--- src/rtl/bin_pkg.sv ---
// Shared constants and helpers for the key debounce front end.
//   DEF_*  : default build values for a 50 MHz system clock.
//   clog2w : ceil(log2(v)) with a minimum of 1, used to size counters.
package bin_pkg;

  localparam int unsigned DEF_TICK_DIV     = 1250000;  // 40 Hz sample rate at 50 MHz
  localparam int unsigned DEF_STABLE       = 2;
  localparam int unsigned DEF_HOLD_TICKS   = 20;
  localparam int unsigned DEF_REPEAT_TICKS = 4;

  function automatic int unsigned clog2w(input int unsigned v);
    int unsigned w;
    w = 1;
    while ((32'd1 << w) < v) w++;
    return w;
  endfunction

endpackage

--- src/rtl/bin_debounce_chan.sv ---
// One key channel: 2-FF synchroniser, sample history, debounced state,
// hold/auto-repeat counter and one-cycle event pulses.
//   CLK, RST_N : clock, asynchronous active-low reset
//   SAMPLE     : one-cycle sample strobe from the shared tick divider
//   BIN        : raw asynchronous key pin
//   LEVEL      : debounced pressed state (1 = pressed)
//   PRESS      : pulse on accepted released->pressed change
//   RELEASE    : pulse on accepted pressed->released change
//   REPEAT     : pulse per auto-repeat event while held
module bin_debounce_chan
  import bin_pkg::*;
#(
  parameter int unsigned STABLE       = DEF_STABLE,
  parameter int unsigned ACTIVE_LOW   = 1,
  parameter int unsigned HOLD_TICKS   = DEF_HOLD_TICKS,
  parameter int unsigned REPEAT_TICKS = DEF_REPEAT_TICKS
) (
  input  logic CLK,
  input  logic RST_N,
  input  logic SAMPLE,
  input  logic BIN,
  output logic LEVEL,
  output logic PRESS,
  output logic RELEASE,
  output logic REPEAT
);

  localparam int unsigned HOLD_W = clog2w(HOLD_TICKS + REPEAT_TICKS + 1);
  // Pin level of a released key; also the value that flips the pin into "act" form.
  localparam logic IDLE_PIN = (ACTIVE_LOW != 0);
  localparam logic [HOLD_W-1:0] HOLD_MAX = HOLD_W'(HOLD_TICKS);
  // Reloading to HOLD-REPEAT makes every later repeat REPEAT_TICKS apart.
  localparam logic [HOLD_W-1:0] HOLD_RELOAD =
      (REPEAT_TICKS < HOLD_TICKS) ? HOLD_W'(HOLD_TICKS - REPEAT_TICKS) : '0;

  logic [1:0]        sync_q;
  logic              act;
  logic [STABLE-1:0] hist_q, hist_d, hist_next;
  logic              level_q, level_d;
  logic              press_q, press_d;
  logic              release_q, release_d;
  logic              repeat_q, repeat_d;
  logic [HOLD_W-1:0] hold_q, hold_d, hold_inc;

  always_comb begin
    act       = sync_q[1] ^ IDLE_PIN;
    hist_next = {hist_q[STABLE-2:0], act};
    hold_inc  = hold_q + 1'b1;
    hist_d    = hist_q;
    level_d   = level_q;
    hold_d    = hold_q;
    press_d   = 1'b0;
    release_d = 1'b0;
    repeat_d  = 1'b0;
    if (SAMPLE) begin
      hist_d = hist_next;
      if (!level_q && (&hist_next)) begin
        level_d = 1'b1;
        press_d = 1'b1;
        hold_d  = '0;
      end else if (level_q && !(|hist_next)) begin
        level_d   = 1'b0;
        release_d = 1'b1;
        hold_d    = '0;
      end else if (level_q) begin
        if (hold_q == HOLD_MAX) begin
          // Only reachable with REPEAT_TICKS = 0: saturated, single long-press pulse.
          hold_d = hold_q;
        end else if (hold_inc == HOLD_MAX) begin
          repeat_d = 1'b1;
          hold_d   = (REPEAT_TICKS == 0) ? HOLD_MAX : HOLD_RELOAD;
        end else begin
          hold_d = hold_inc;
        end
      end
    end
  end

  // History is kept in act form, so the released reset value is all zeros.
  always_ff @(posedge CLK or negedge RST_N) begin
    if (!RST_N) begin
      sync_q    <= {IDLE_PIN, IDLE_PIN};
      hist_q    <= '0;
      level_q   <= 1'b0;
      press_q   <= 1'b0;
      release_q <= 1'b0;
      repeat_q  <= 1'b0;
      hold_q    <= '0;
    end else begin
      sync_q    <= {sync_q[0], BIN};
      hist_q    <= hist_d;
      level_q   <= level_d;
      press_q   <= press_d;
      release_q <= release_d;
      repeat_q  <= repeat_d;
      hold_q    <= hold_d;
    end
  end

  assign LEVEL   = level_q;
  assign PRESS   = press_q;
  assign RELEASE = release_q;
  assign REPEAT  = repeat_q;

endmodule

--- src/rtl/bin_debounce_multi.sv ---
// N-channel push-button front end: shared sample-tick divider feeding one
// debounce/auto-repeat channel per key.
//   CLK, RST_N : clock, asynchronous active-low reset
//   BIN        : raw asynchronous key pins
//   TICK       : one-cycle sample-tick strobe
//   LEVEL      : debounced pressed state per channel
//   PRESS      : one-cycle press pulses
//   RELEASE    : one-cycle release pulses
//   REPEAT     : one-cycle auto-repeat pulses
module bin_debounce_multi
  import bin_pkg::*;
#(
  parameter int unsigned N_CH         = 4,
  parameter int unsigned TICK_DIV     = DEF_TICK_DIV,
  parameter int unsigned STABLE       = DEF_STABLE,
  parameter int unsigned ACTIVE_LOW   = 1,
  parameter int unsigned HOLD_TICKS   = DEF_HOLD_TICKS,
  parameter int unsigned REPEAT_TICKS = DEF_REPEAT_TICKS
) (
  input  logic            CLK,
  input  logic            RST_N,
  input  logic [N_CH-1:0] BIN,
  output logic            TICK,
  output logic [N_CH-1:0] LEVEL,
  output logic [N_CH-1:0] PRESS,
  output logic [N_CH-1:0] RELEASE,
  output logic [N_CH-1:0] REPEAT
);

  localparam int unsigned CNT_W = clog2w(TICK_DIV);
  localparam logic [CNT_W-1:0] CNT_MAX = CNT_W'(TICK_DIV - 1);

  logic [CNT_W-1:0] cnt_q, cnt_d;
  logic             sample;
  logic             tick_q;

  // Channels update on the same edge that registers TICK, so their pulses and
  // new LEVEL line up with the TICK cycle.
  assign sample = (cnt_q == CNT_MAX);
  assign cnt_d  = sample ? '0 : cnt_q + 1'b1;

  always_ff @(posedge CLK or negedge RST_N) begin
    if (!RST_N) begin
      cnt_q  <= '0;
      tick_q <= 1'b0;
    end else begin
      cnt_q  <= cnt_d;
      tick_q <= sample;
    end
  end

  assign TICK = tick_q;

  for (genvar i = 0; i < N_CH; i++) begin : g_chan
    bin_debounce_chan #(
      .STABLE       (STABLE),
      .ACTIVE_LOW   (ACTIVE_LOW),
      .HOLD_TICKS   (HOLD_TICKS),
      .REPEAT_TICKS (REPEAT_TICKS)
    ) u_chan (
      .CLK     (CLK),
      .RST_N   (RST_N),
      .SAMPLE  (sample),
      .BIN     (BIN[i]),
      .LEVEL   (LEVEL[i]),
      .PRESS   (PRESS[i]),
      .RELEASE (RELEASE[i]),
      .REPEAT  (REPEAT[i])
    );
  end

endmodule

--- config.mk ---
export PLATFORM = sky130hd
export DESIGN_NAME = bin_debounce_multi
export DESIGN_NICKNAME = d
export VERILOG_FILES = /design/src/rtl/bin_pkg.sv /design/src/rtl/bin_debounce_chan.sv /design/src/rtl/bin_debounce_multi.sv
export SDC_FILE = /design/constraint.sdc
export NUM_CORES = 1
export LEC_CHECK = 0
export CELL_PAD_IN_SITES_DETAIL_PLACEMENT = 0
export CELL_PAD_IN_SITES_GLOBAL_PLACEMENT = 1
export CORE_MARGIN = 3
export CORE_UTILIZATION = 50
export DETAILED_ROUTE_END_ITERATION = 10
export PLACE_DENSITY_LB_ADDON = 0.12
export SLEW_MARGIN = 20
export SYNTH_ARGS = -nofsm -noshare
export SYNTH_HDL_FRONTEND = slang
export SYNTH_SLANG_ARGS = --single-unit
--- constraint.sdc ---
create_clock -name CLK -period 4.7 [get_ports CLK]
set_input_delay 0.94 -clock CLK [delete_from_list [all_inputs] [get_ports CLK]]
set_output_delay 0.94 -clock CLK [all_outputs]
set_load 0.1 [all_outputs]
# ---- After elaboration in Yosys (flattened, before gate mapping)
# Index checks and enable logic that the tools add are counted.
# Widths: inputs -> output; s select.
dict set report word_totals {
  reg_bits 70
}
dict set report classes {
  n_addsub 5
  eq_ne 13
  mux 73
  bitwise_logic 4
  reduce_logical 40
}
# op n
set ops {}
lappend ops {{$mux 5} 20}
lappend ops {{$mux 1} 52}
lappend ops {{$eq 5x5->1 const B} 8}
lappend ops {{$add 21x1->21 const B} 1}
lappend ops {{$eq 21x21->1 const B} 1}
lappend ops {{$mux 21} 1}
lappend ops {{$add 5x1->5 const B} 4}
lappend ops {{$reduce_and 2->1} 8}
lappend ops {{$ne 3x1->1 const B} 4}
lappend ops {{$reduce_and 3->1} 4}
lappend ops {{$reduce_bool 3->1} 4}
lappend ops {{$logic_and 1x1->1} 8}
lappend ops {{$logic_not 1->1} 8}
lappend ops {{$reduce_bool 2->1} 4}
lappend ops {{$reduce_or 2->1} 4}
lappend ops {{$not 1->1} 4}

# ---- Depth between registers and ports, before layout
# Gate-level depths: netlist of the first run.
dict set report depth {
  word_depth 8
  depth_mapped 8
  mapped_depth_nobuf 6
}

# ---- Cells and area by module
# A second synthesis of the first run with hierarchy kept.
dict set report unflattened {
  cells_unflattened 323
  hier_area_um2 3512.1
}
# module n_inst cells_each area_each_um2 seq_area_each_um2
set modules_own_cells {}
lappend modules_own_cells {bin_debounce_chan 4 58 614.3 302.8}
lappend modules_own_cells {bin_debounce_multi 1 91 1054.8 550.5}

# ---- Worst setup path before layout of the first run
# OpenSTA, ideal clock, no wires.
dict set report synth_path {
  kind {register -> register}
  start {register cnt_q[0]}
  end {register cnt_q[17]}
  arrival_ns 1.812
  required_ns 4.621
  slack_ns 2.809
  path_stages_with_launch 8
  path_cell_list {dfrtp_1 > ha_1 > and3_1 > nand4_1 > clkbuf_1 > clkbuf_1 > o21ai_0 > mux2i_1}
}
dict set report synth_between {
  elab_chain_cells 2
}
# item line_no
set synth_rtl {}
lappend synth_rtl {{from (decl)} bin_debounce_multi.sv:33} ;# logic [CNT_W-1:0] cnt_q, cnt_d;
lappend synth_rtl {{from (signal assigned)} bin_debounce_multi.sv:47} ;# cnt_q <= cnt_d;
lappend synth_rtl {{$add 21x1->21 / $eq 21x21->1 (equally long branches)} {bin_debounce_multi.sv:40, bin_debounce_multi.sv:39}}
lappend synth_rtl {{$mux 21 *} bin_debounce_multi.sv:40} ;# assign cnt_d = sample ? '0 : cnt_q + 1'b1;
lappend synth_rtl {{named net cnt_d[17]} bin_debounce_multi.sv:33}
# The timed path passes the listed nets; every way through them passes the cells marked *.
# A chain may end at the register's enable or synchronous reset.

# ---- Worst setup path after layout of the first run
dict set report layout_path {
  start {register g_chan[0].u_chan.level_q}
  end {output LEVEL[0]}
}
# item line_no
set layout_rtl {}
lappend layout_rtl {{from (decl)} bin_debounce_chan.sv:39} ;# logic level_q, level_d;
lappend layout_rtl {{from (signal assigned)} bin_debounce_chan.sv:92} ;# level_q <= level_d;
lappend layout_rtl {{to (decl)} bin_debounce_multi.sv:24} ;# output logic [N_CH-1:0] LEVEL,
# No word-level cell between the ends.

==> results of run 1 <==
[registers in the layout (all words and copies together), names as in the netlist]
name,cells
g_chan.u_chan.PRESS,4
cnt_q,21
g_chan.u_chan.hold_q,20
g_chan.u_chan.hist_q,4
g_chan.u_chan.RELEASE,4
TICK,1
g_chan.u_chan.REPEAT,4
g_chan.u_chan.LEVEL,4
g_chan.u_chan.sync_q,8
[cell families (layout without fill, tap and decap cells)]
kind of cell / after synthesis / after routing / share of synthesized area
and+or+nand+nor: 123 / 123 / 0.202
AOI/OAI and AO/OA: 64 / 64 / 0.144
DFF: 70 / 70 / 0.498
adders and majority gates: 9 / 9 / 0.0319
buffers and inverters: 51 / 60 / 0.0789
xor gates and xnor gates: 16 / 16 / 0.0396
muxes: 2 / 2 / 0.00566
[layout make-up]
| type | instances | area share |
|---|---|---|
| clock buffers | 11 | 0.0337 |
| clock inverters | 5 | 0.0212 |
| inverters | 20 | 0.0193 |
| multi-input cells | 214 | 0.384 |
| flip-flops and latches | 70 | 0.452 |
| well taps | 96 | 0.0308 |
| repair buffers | 24 | 0.0591 |
[layer usage]
| layer | part of all wire | up-vias | GRT usage | wire length [um] |
|---|---|---|---|---|
| met3 | 0.041 | 9 | 0.0636 | 273 |
| met1 | 0.50 | 1212 | 0.251 | 3380 |
| met5 | 0 | - | 0 | 0 |
| met4 | 0.014 | 0 | 0.0536 | 97 |
| li1 | - | 1200 | - | - |
| met2 | 0.44 | 42 | 0.271 | 2950 |
[through the flow]
stage          worst slack, ns  cell area, um2  hold slack, ns  power, mW
2_1_floorplan             2.81            3530           0.345      0.623
3_3_place_gp              1.93            3680           0.346      0.641
3_5_place_dp              1.84            3680           0.348      0.641
4_1_cts                   1.68            3890           0.358       1.17
5_1_grt                   1.60            3890           0.366       1.21
6_report                  1.70            3890           0.356       1.16
[worst paths after layout]
kind / start / cells after the start / to / slack (ns)
max: g_chan[0].u_chan.LEVEL$_DFFE_PN0P_ / 1 / LEVEL[0] / 1.70
min: g_chan[3].u_chan.sync_q[0]$_DFF_PN1_ / 0 / g_chan[3].u_chan.sync_q[1]$_DFF_PN1_ / 0.36
max reg2reg: cnt_q[0]$_DFF_PN0_ / 7 / g_chan[3].u_chan.hold_q[4]$_DFFE_PN0P_ / 1.85
min reg2reg: g_chan[3].u_chan.sync_q[0]$_DFF_PN1_ / 0 / g_chan[3].u_chan.sync_q[1]$_DFF_PN1_ / 0.36
max in group asynchronous: RST_N / 2 / g_chan[3].u_chan.sync_q[1]$_DFF_PN1_ / 3.09
min in group asynchronous: RST_N / 1 / g_chan[1].u_chan.hold_q[0]$_DFFE_PN0P_ / 0.63
[power by group]
group	internal [mW]	switching [mW]	leakage, nW
combinational	0.00418	0.0122	0.604
clock	0.301	0.226	0.108
sequential	0.608	0.00310	0.936
total	0.914	0.241	1.65
[worst reg2reg max path, delay by kind of cell (launching register included)]
kind	cells	cell delay (ns)
adders and majority gates	1	0.24
DFF	1	0.40
AOI/OAI and AO/OA	1	0.35
buffers and inverters	2	0.85
and+or+nand+nor	3	0.92
[cells in the mapped netlist, drive strengths merged, types with 9 or more instances]
library cell   n
clkbuf        10
ha             9
a211o         11
nand3         19
nor2          17
o21ai         11
a22o          11
inv           20
nor3           9
and2          14
dfrtp         62
xor2           9
nand2         13
buf           21
==> key figures, run 1 <==
Yosys
  • Ys Warns: 0
  • Post-synth ARST share: 1.00
  • Synth Flop Type: dfrtp_1
  • Count of cell types in the netlist: 45
  • Top post-synthesis cells by area: dfrtp_1 44%, dfstp_2 5.9%, buf_4 3.6%
  • Mean Syn Cell Area: 10.6 um2
  • EDFF count, synth: 0
  • Yosys reg bits: 70
  • Syn nets: 350
  • Post-synth top area share: 0.439
  • Sequential fraction of the synthesis area: 0.498
  • Gate Count Post-Synth: 335
  • Post-synth top area cell: dfrtp_1
  • Mapped Area: 3530 um2

Layout
  • Area taken by multi-input logic gates: 1490 um2
  • Area growth syn-to-layout: 10.2%
  • FF/Latch Area: 1760 um2
  • Fin nets: 354
  • Final Util: 0.570
  • Fillers: 610
  • Non-filler cells, final: 440
  • Layout cells sized above 1: 0.0901
  • Most frequent cells in the layout: 62 x dfrtp_1, 21 x clkdlybuf4s50_1, 19 x inv_1, 19 x nand3_1, 17 x nor2_1
  • Diodes inserted: 0
  • Commonest non-fill, non-tap cell in the layout: dfrtp_1

Die
  • Starting Density: 0.517
  • Die width: 90.1 um
  • Row cnt: 30
  • Top Ports: 23
  • Core area: 6830 um2
  • Die Ht: 90.1 um
  • Full die area: 8110 um2

Route
  • Drt initial violations: 152
  • DR DRC count: 0
  • Via count: 2,463
  • Final wirelength: 6.70 mm
  • First drt pass iteration count: 4
  • Post-route ant nets: 0
  • Via density: 5.60
  • Average wire per standard cell: 15.2 um

Setup path
  • Slowest CP cell: clkdlybuf4s50_1
  • Crit path max-delay family: buffers and inverters
  • Startpoint type of the worst setup path: flop
  • CP arrival: 2.06 ns
  • Buffers & Inverters on Critical Path: 1
  • CP Max Fanout: 9
  • Cell chain of the critical path: clkdlybuf4s50_1
  • WP data required: 3.76 ns
  • Crit Path Class: reg -> out
  • CP max stage delay: 1.21 ns
  • CP endpoint kind: output port

Placed design
  • Port bufs: 22
  • # placed instances: 424
  • Post-DP HPWL: 4.42 mm
  • RePlAce Congestion: 0.806

GRT
  • Initial antenna violation count: 0
  • Total GRT Usage: 0.182
  • First-pass GRT wire length: 11.8 mm
  • Vias in the first global route: 2,390
  • Pin count of the biggest net entering global routing: 40
  • GRT Residual Overflow: 0

STA
  • Hold Violations, Final: 0
  • Final Setup Violations: 0
  • Max Transition Viols Final: 0
  • Fin crit share: 0.638
  • Setup TNS: 0 ns
  • Setup Skew: 0.0113 ns
  • Slew HR: 0.333
  • RSZ-0062 raised after global routing: no
  • Worst slew pin tran: 0.997 ns
  • Period minus WS final: 3.00 ns
  • F_max: 334 MHz

Pwr
  • Pleak: 1.65 nW
  • Power Dens Cells: 297 nW/um2
  • VDD IR max: 0.233 mV

CTS
  • Clock slew at reported path FFs: 0.08 ns
  • Post-CTS Setup Inserts: 0
  • CTS Buf Count: 9
  • Post-CTS resize count: 0
  • Cts hold-fix bufs: 0
  • H-tree levels: 3
  • Clock Tree Root: clkbuf_8
  • Insertion delay to the later sink of the worst-skew pair: 0.34 ns
  • Clk sink count: 70
  • Clk buf depth: 2
  • CTS tree: yes

Outcome
  • Outcome: complete, no violations

Run
  • # Max-Cap Violations: 0

Worst hold path
  • Hold Crit Class: reg -> reg
Note: power is estimated with default switching activity, not from simulation.
==> inputs of run 2 (changes only) <==
CORE_UTILIZATION = 47   (was 50)
clock period = 2.76 ns   (was 4.7 ns; I/O delays follow)
==> key figures, run 2 (synthesis gave the netlist of run 1 again) <==
STA
  • Slew HR: 0.577
  • Setup Skew: 0.00725 ns
  • F_max: 455 MHz
  • RSZ-0062 raised after global routing: no
  • Max Transition Viols Final: 0
  • Period minus WS final: 2.20 ns
  • Final Setup Violations: 0
  • Fin crit share: 0.796
  • Worst slew pin tran: 0.625 ns
  • Hold Violations, Final: 0
  • Setup TNS: 0 ns

Placed design
  • RePlAce Congestion: 0.760
  • Port bufs: 22
  • # placed instances: 428
  • Post-DP HPWL: 4.56 mm

Die
  • Core area: 7060 um2
  • Die width: 92.7 um
  • Row cnt: 30
  • Die Ht: 92.7 um
  • Full die area: 8600 um2
  • Starting Density: 0.501
  • Top Ports: 23

Layout
  • Non-filler cells, final: 444
  • Final Util: 0.555
  • Layout cells sized above 1: 0.152
  • Fillers: 678
  • Biggest register: cnt_q
  • Largest registers: cnt_q (21), g_chan.u_chan.hold_q (20), g_chan.u_chan.sync_q (8)
  • Diodes inserted: 0
  • Max reg flops: 21
  • Area growth syn-to-layout: 10.8%
  • Most frequent cells in the layout: 62 x dfrtp_1, 22 x buf_4, 19 x inv_1, 19 x nand3_1, 17 x nor2_1
  • Fin nets: 358
  • Commonest non-fill, non-tap cell in the layout: dfrtp_1

GRT
  • GRT Residual Overflow: 0
  • Total GRT Usage: 0.169
  • First-pass GRT wire length: 11.5 mm
  • Vias in the first global route: 2,414
  • Initial antenna violation count: 0
  • Pin count of the biggest net entering global routing: 45

Setup path
  • Worst R2R Start: cnt_q[0]$_DFF_PN0_
  • Crit Path Class: reg -> reg
  • CP most frequent cell: buf_4
  • Startpoint type of the worst setup path: flop
  • Cell chain of the critical path: ha_1 > and3_1 > nand4_1 > buf_4 > or2_1 > buf_4 > a2111oi_2
  • WP data required: 2.98 ns
  • Slowest CP cell: dfrtp_1
  • CP max stage delay: 0.39 ns
  • CP Launch Point: cnt_q[0]$_DFF_PN0_
  • CP arrival: 2.42 ns
  • CP Max Fanout: 14
  • CP endpoint kind: flop

Worst hold path
  • Hold Crit Class: in -> async

CTS
  • H-tree levels: 3
  • CTS Buf Count: 9
  • Insertion delay to the later sink of the worst-skew pair: 0.34 ns
  • CTS tree: yes
  • Post-CTS resize count: 0
  • Post-CTS Setup Inserts: 0
  • Cts hold-fix bufs: 0
  • Clk sink count: 70
  • Clock slew at reported path FFs: 0.07 ns
  • Clk buf depth: 2
  • Clock Tree Root: clkbuf_8

Route
  • Post-route ant nets: 0
  • Via count: 2,428
  • First drt pass iteration count: 4
  • Drt initial violations: 135
  • DR DRC count: 0
  • Final wirelength: 6.63 mm
  • Average wire per standard cell: 14.9 um
  • Via density: 5.47

Run
  • # Max-Cap Violations: 0

Pwr
  • VDD IR max: 0.306 mV
  • Pleak: 1.72 nW
  • Overall power: 2.02 mW
  • Power Dens Cells: 516 nW/um2

Outcome
  • Outcome: complete, no violations
## run 2: report_power, final
| part | leakage [nW] | switching, mW | internal [mW] |
|---|---|---|---|
| clock network | 0.120 | 0.367 | 0.582 |
| logic | 0.661 | 0.0215 | 0.00910 |
| registers | 0.936 | 0.00494 | 1.04 |
| total | 1.72 | 0.394 | 1.63 |
## run 2: path summary, 6_finish.rpt
kind | endpoint | slack, ns | depth (start not counted)
hold / removal | TICK$_DFF_PN0_ | 0.23 | 1
setup / recovery | g_chan[0].u_chan.REPEAT$_DFF_PN0_ | 0.56 | 7
min in group CLK | g_chan[2].u_chan.sync_q[1]$_DFF_PN1_ | 0.36 | 0
max in group asynchronous | g_chan[2].u_chan.sync_q[1]$_DFF_PN1_ | 1.83 | 2
hold reg to reg | g_chan[2].u_chan.sync_q[1]$_DFF_PN1_ | 0.36 | 0
setup reg to reg | g_chan[0].u_chan.REPEAT$_DFF_PN0_ | 0.56 | 7
## run 2: final cells by class
class | instances | area [um2] | share of cell area
well taps | 96 | 120 | 0.0307
flip-flops and latches | 70 | 1760 | 0.450
clock inverters | 3 | 65.1 | 0.0166
multi-input cells | 214 | 1490 | 0.382
inverters | 20 | 75.1 | 0.0192
clock buffers | 13 | 169 | 0.0431
repair buffers | 28 | 230 | 0.0588
## run 2: through the flow
step	cell area (um2)	worst slack, ns	hold WS [ns]
floorplan	3530	0.869	0.256
detailed placement	3680	0.548	0.347
CTS	3920	0.525	0.230
global placement	3680	0.593	0.346
global route	3920	0.361	0.261
finish	3920	0.563	0.226
## run 2: metal layers
metal | track usage | vias up | wire [um] | share of wire
met5 | 0 | - | 0 | 0
met4 | 0.0586 | 0 | 94 | 0.014
met3 | 0.0439 | 14 | 257 | 0.039
met2 | 0.267 | 47 | 3070 | 0.46
met1 | 0.225 | 1149 | 3200 | 0.48
li1 | - | 1218 | - | -
## run 2: critical path, delay by kind of cell (launching register included)
kind | cells | cell delay (ns)
simple gates | 3 | 0.69
buf+inv | 2 | 0.44
flops | 1 | 0.39
compound gates | 1 | 0.35
fa+ha+maj | 1 | 0.21
==> inputs of run 3 (changes only) <==
clock period = 2.3 ns   (was 2.76 ns; I/O delays follow)
==> key figures, run 3 (synthesis gave the netlist of run 1 again) <==
Outcome
  • Outcome: complete, no violations

Die
  • Full die area: 8600 um2
  • Die Ht: 92.7 um
  • Starting Density: 0.501
  • Core area: 7060 um2
  • Top Ports: 23
  • Die width: 92.7 um
  • Row cnt: 30

Setup path
  • Worst R2R Start: cnt_q[0]$_DFF_PN0_
  • WP data required: 2.57 ns
  • CP arrival: 2.37 ns
  • Worst R2R End: g_chan[2].u_chan.hold_q[1]$_DFFE_PN0P_
  • CP Max Fanout: 33
  • R2R cell count: 6
  • Crit Path Class: reg -> reg
  • Startpoint type of the worst setup path: flop
  • CP Capture Point: g_chan[2].u_chan.hold_q[1]$_DFFE_PN0P_
  • CP endpoint kind: flop
  • Flop2flop setup slack: 0.20 ns
  • CP Launch Point: cnt_q[0]$_DFF_PN0_

Layout
  • Area taken by multi-input logic gates: 1490 um2
  • Most frequent cells in the layout: 62 x dfrtp_1, 28 x buf_4, 19 x inv_1, 19 x nand3_1, 17 x nor2_1
  • Commonest non-fill, non-tap cell in the layout: dfrtp_1
  • Design area: 3900 um2
  • Max reg flops: 21
  • Layout cells sized above 1: 0.162
  • Area growth syn-to-layout: 10.3%
  • FF/Latch Area: 1760 um2
  • Fin nets: 364
  • Largest registers: cnt_q (21), g_chan.u_chan.hold_q (20), g_chan.u_chan.sync_q (8)
  • Biggest register: cnt_q
  • Fillers: 653
  • Diodes inserted: 0

Run
  • # Max-Cap Violations: 0

CTS
  • Cts hold-fix bufs: 0
  • CTS tree: yes
  • Clk buf depth: 2
  • Clk sink count: 70
  • Clock slew at reported path FFs: 0.07 ns
  • H-tree levels: 3
  • CTS Buf Count: 9
  • Insertion delay to the later sink of the worst-skew pair: 0.34 ns
  • Clock Tree Root: clkbuf_8
  • Post-CTS resize count: 0
  • Post-CTS Setup Inserts: 0

Pwr
  • VDD IR max: 0.293 mV
  • Pleak: 1.72 nW
  • Overall power: 2.17 mW
  • Power Dens Cells: 555 nW/um2

STA
  • F_max: 476 MHz
  • Slew HR: 0.649
  • Worst slew pin tran: 0.519 ns
  • Final hold slack: 0.137 ns
  • Final Setup Violations: 0
  • Setup TNS: 0 ns
  • RSZ-0062 raised after global routing: no
  • Hold Violations, Final: 0
  • Period minus WS final: 2.10 ns
  • Final worst slack: 0.199 ns
  • Setup Skew: 0.00899 ns
  • Max Transition Viols Final: 0
  • Fin crit share: 0.914

Route
  • DR DRC count: 0
  • First drt pass iteration count: 5
  • Drt initial violations: 118
  • Post-route ant nets: 0
  • Average wire per standard cell: 14.8 um
  • Via count: 2,508
  • Final wirelength: 6.62 mm
  • Via density: 5.60

Placed design
  • Placed inst area: 3730 um2
  • Post-DP HPWL: 4.57 mm
  • Pre-CTS setup slack: 0.212 ns
  • RePlAce Congestion: 0.746
  • Port bufs: 22

GRT
  • Met3 Track Usage GR: 0.0552
  • GRT Residual Overflow: 0
  • First-pass GRT wire length: 11.6 mm
  • Grt met2 use: 0.268
  • Initial antenna violation count: 0
  • Pin count of the biggest net entering global routing: 71
  • Vias in the first global route: 2,424
  • Grt met1 use: 0.224
  • Total GRT Usage: 0.170
  • Grt peak-use layer: met2

Worst hold path
  • Hold Crit Class: in -> async
==> run 3: cell count changes in the layout (fill, tap and decap cells not counted) <==
cell / delta
bufinv_16: -2
buf_4: +6
==> run 3: how the worst min path moves through the flow <==
stage | slack [ns] | endpoint | depth (start not counted) | from
2_1_floorplan | 0.16 | TICK$_DFF_PN0_ | 0 | RST_N
3_3_place_gp | 0.35 | g_chan[3].u_chan.sync_q[1]$_DFF_PN1_ | 0 | g_chan[3].u_chan.sync_q[0]$_DFF_PN1_
3_5_place_dp | 0.35 | g_chan[3].u_chan.sync_q[1]$_DFF_PN1_ | 0 | g_chan[3].u_chan.sync_q[0]$_DFF_PN1_
4_1_cts | 0.15 | cnt_q[8]$_DFF_PN0_ | 2 | RST_N
5_1_grt | 0.16 | cnt_q[11]$_DFF_PN0_ | 2 | RST_N
6_report | 0.14 | cnt_q[8]$_DFF_PN0_ | 2 | RST_N
==> run 3: metal layers <==
layer | vias up | part of all wire
met5 | - | 0
met4 | 0 | 0.0086
met3 | 6 | 0.044
met2 | 56 | 0.47
met1 | 1222 | 0.47
li1 | 1224 | -
==> run 3: critical path, cell delays in order, from the launching register on <==
cell,delay (ns)
dfrtp_1,0.38
ha_1,0.21
and3_1,0.27
nand4_1,0.13
buf_4,0.27
nor4b_1,0.54
a22o_1,0.23
==> run 3: cell type report <==
| cell class | instances | area share |
|---|---|---|
| flip-flops and latches | 70 | 0.452 |
| multi-input cells | 214 | 0.383 |
| repair buffers | 34 | 0.0706 |
| clock buffers | 13 | 0.0433 |
| well taps | 96 | 0.0308 |
| inverters | 20 | 0.0192 |
| clock inverters | 1 | 0.00128 |
==> run 3: report_power, final <==
| part | switching [mW] | internal, mW | leakage [nW] |
|---|---|---|---|
| Combinational | 0.0257 | 0.0121 | 0.693 |
| Clock | 0.410 | 0.467 | 0.0914 |
| Sequential | 0.00636 | 1.24 | 0.936 |
==> run 3: stage by stage <==
step            util  instances
6_report       0.553        448
3_3_place_gp   0.528        434
2_1_floorplan      -        335
4_1_cts        0.553        448
3_5_place_dp   0.528        434
5_1_grt        0.553        448
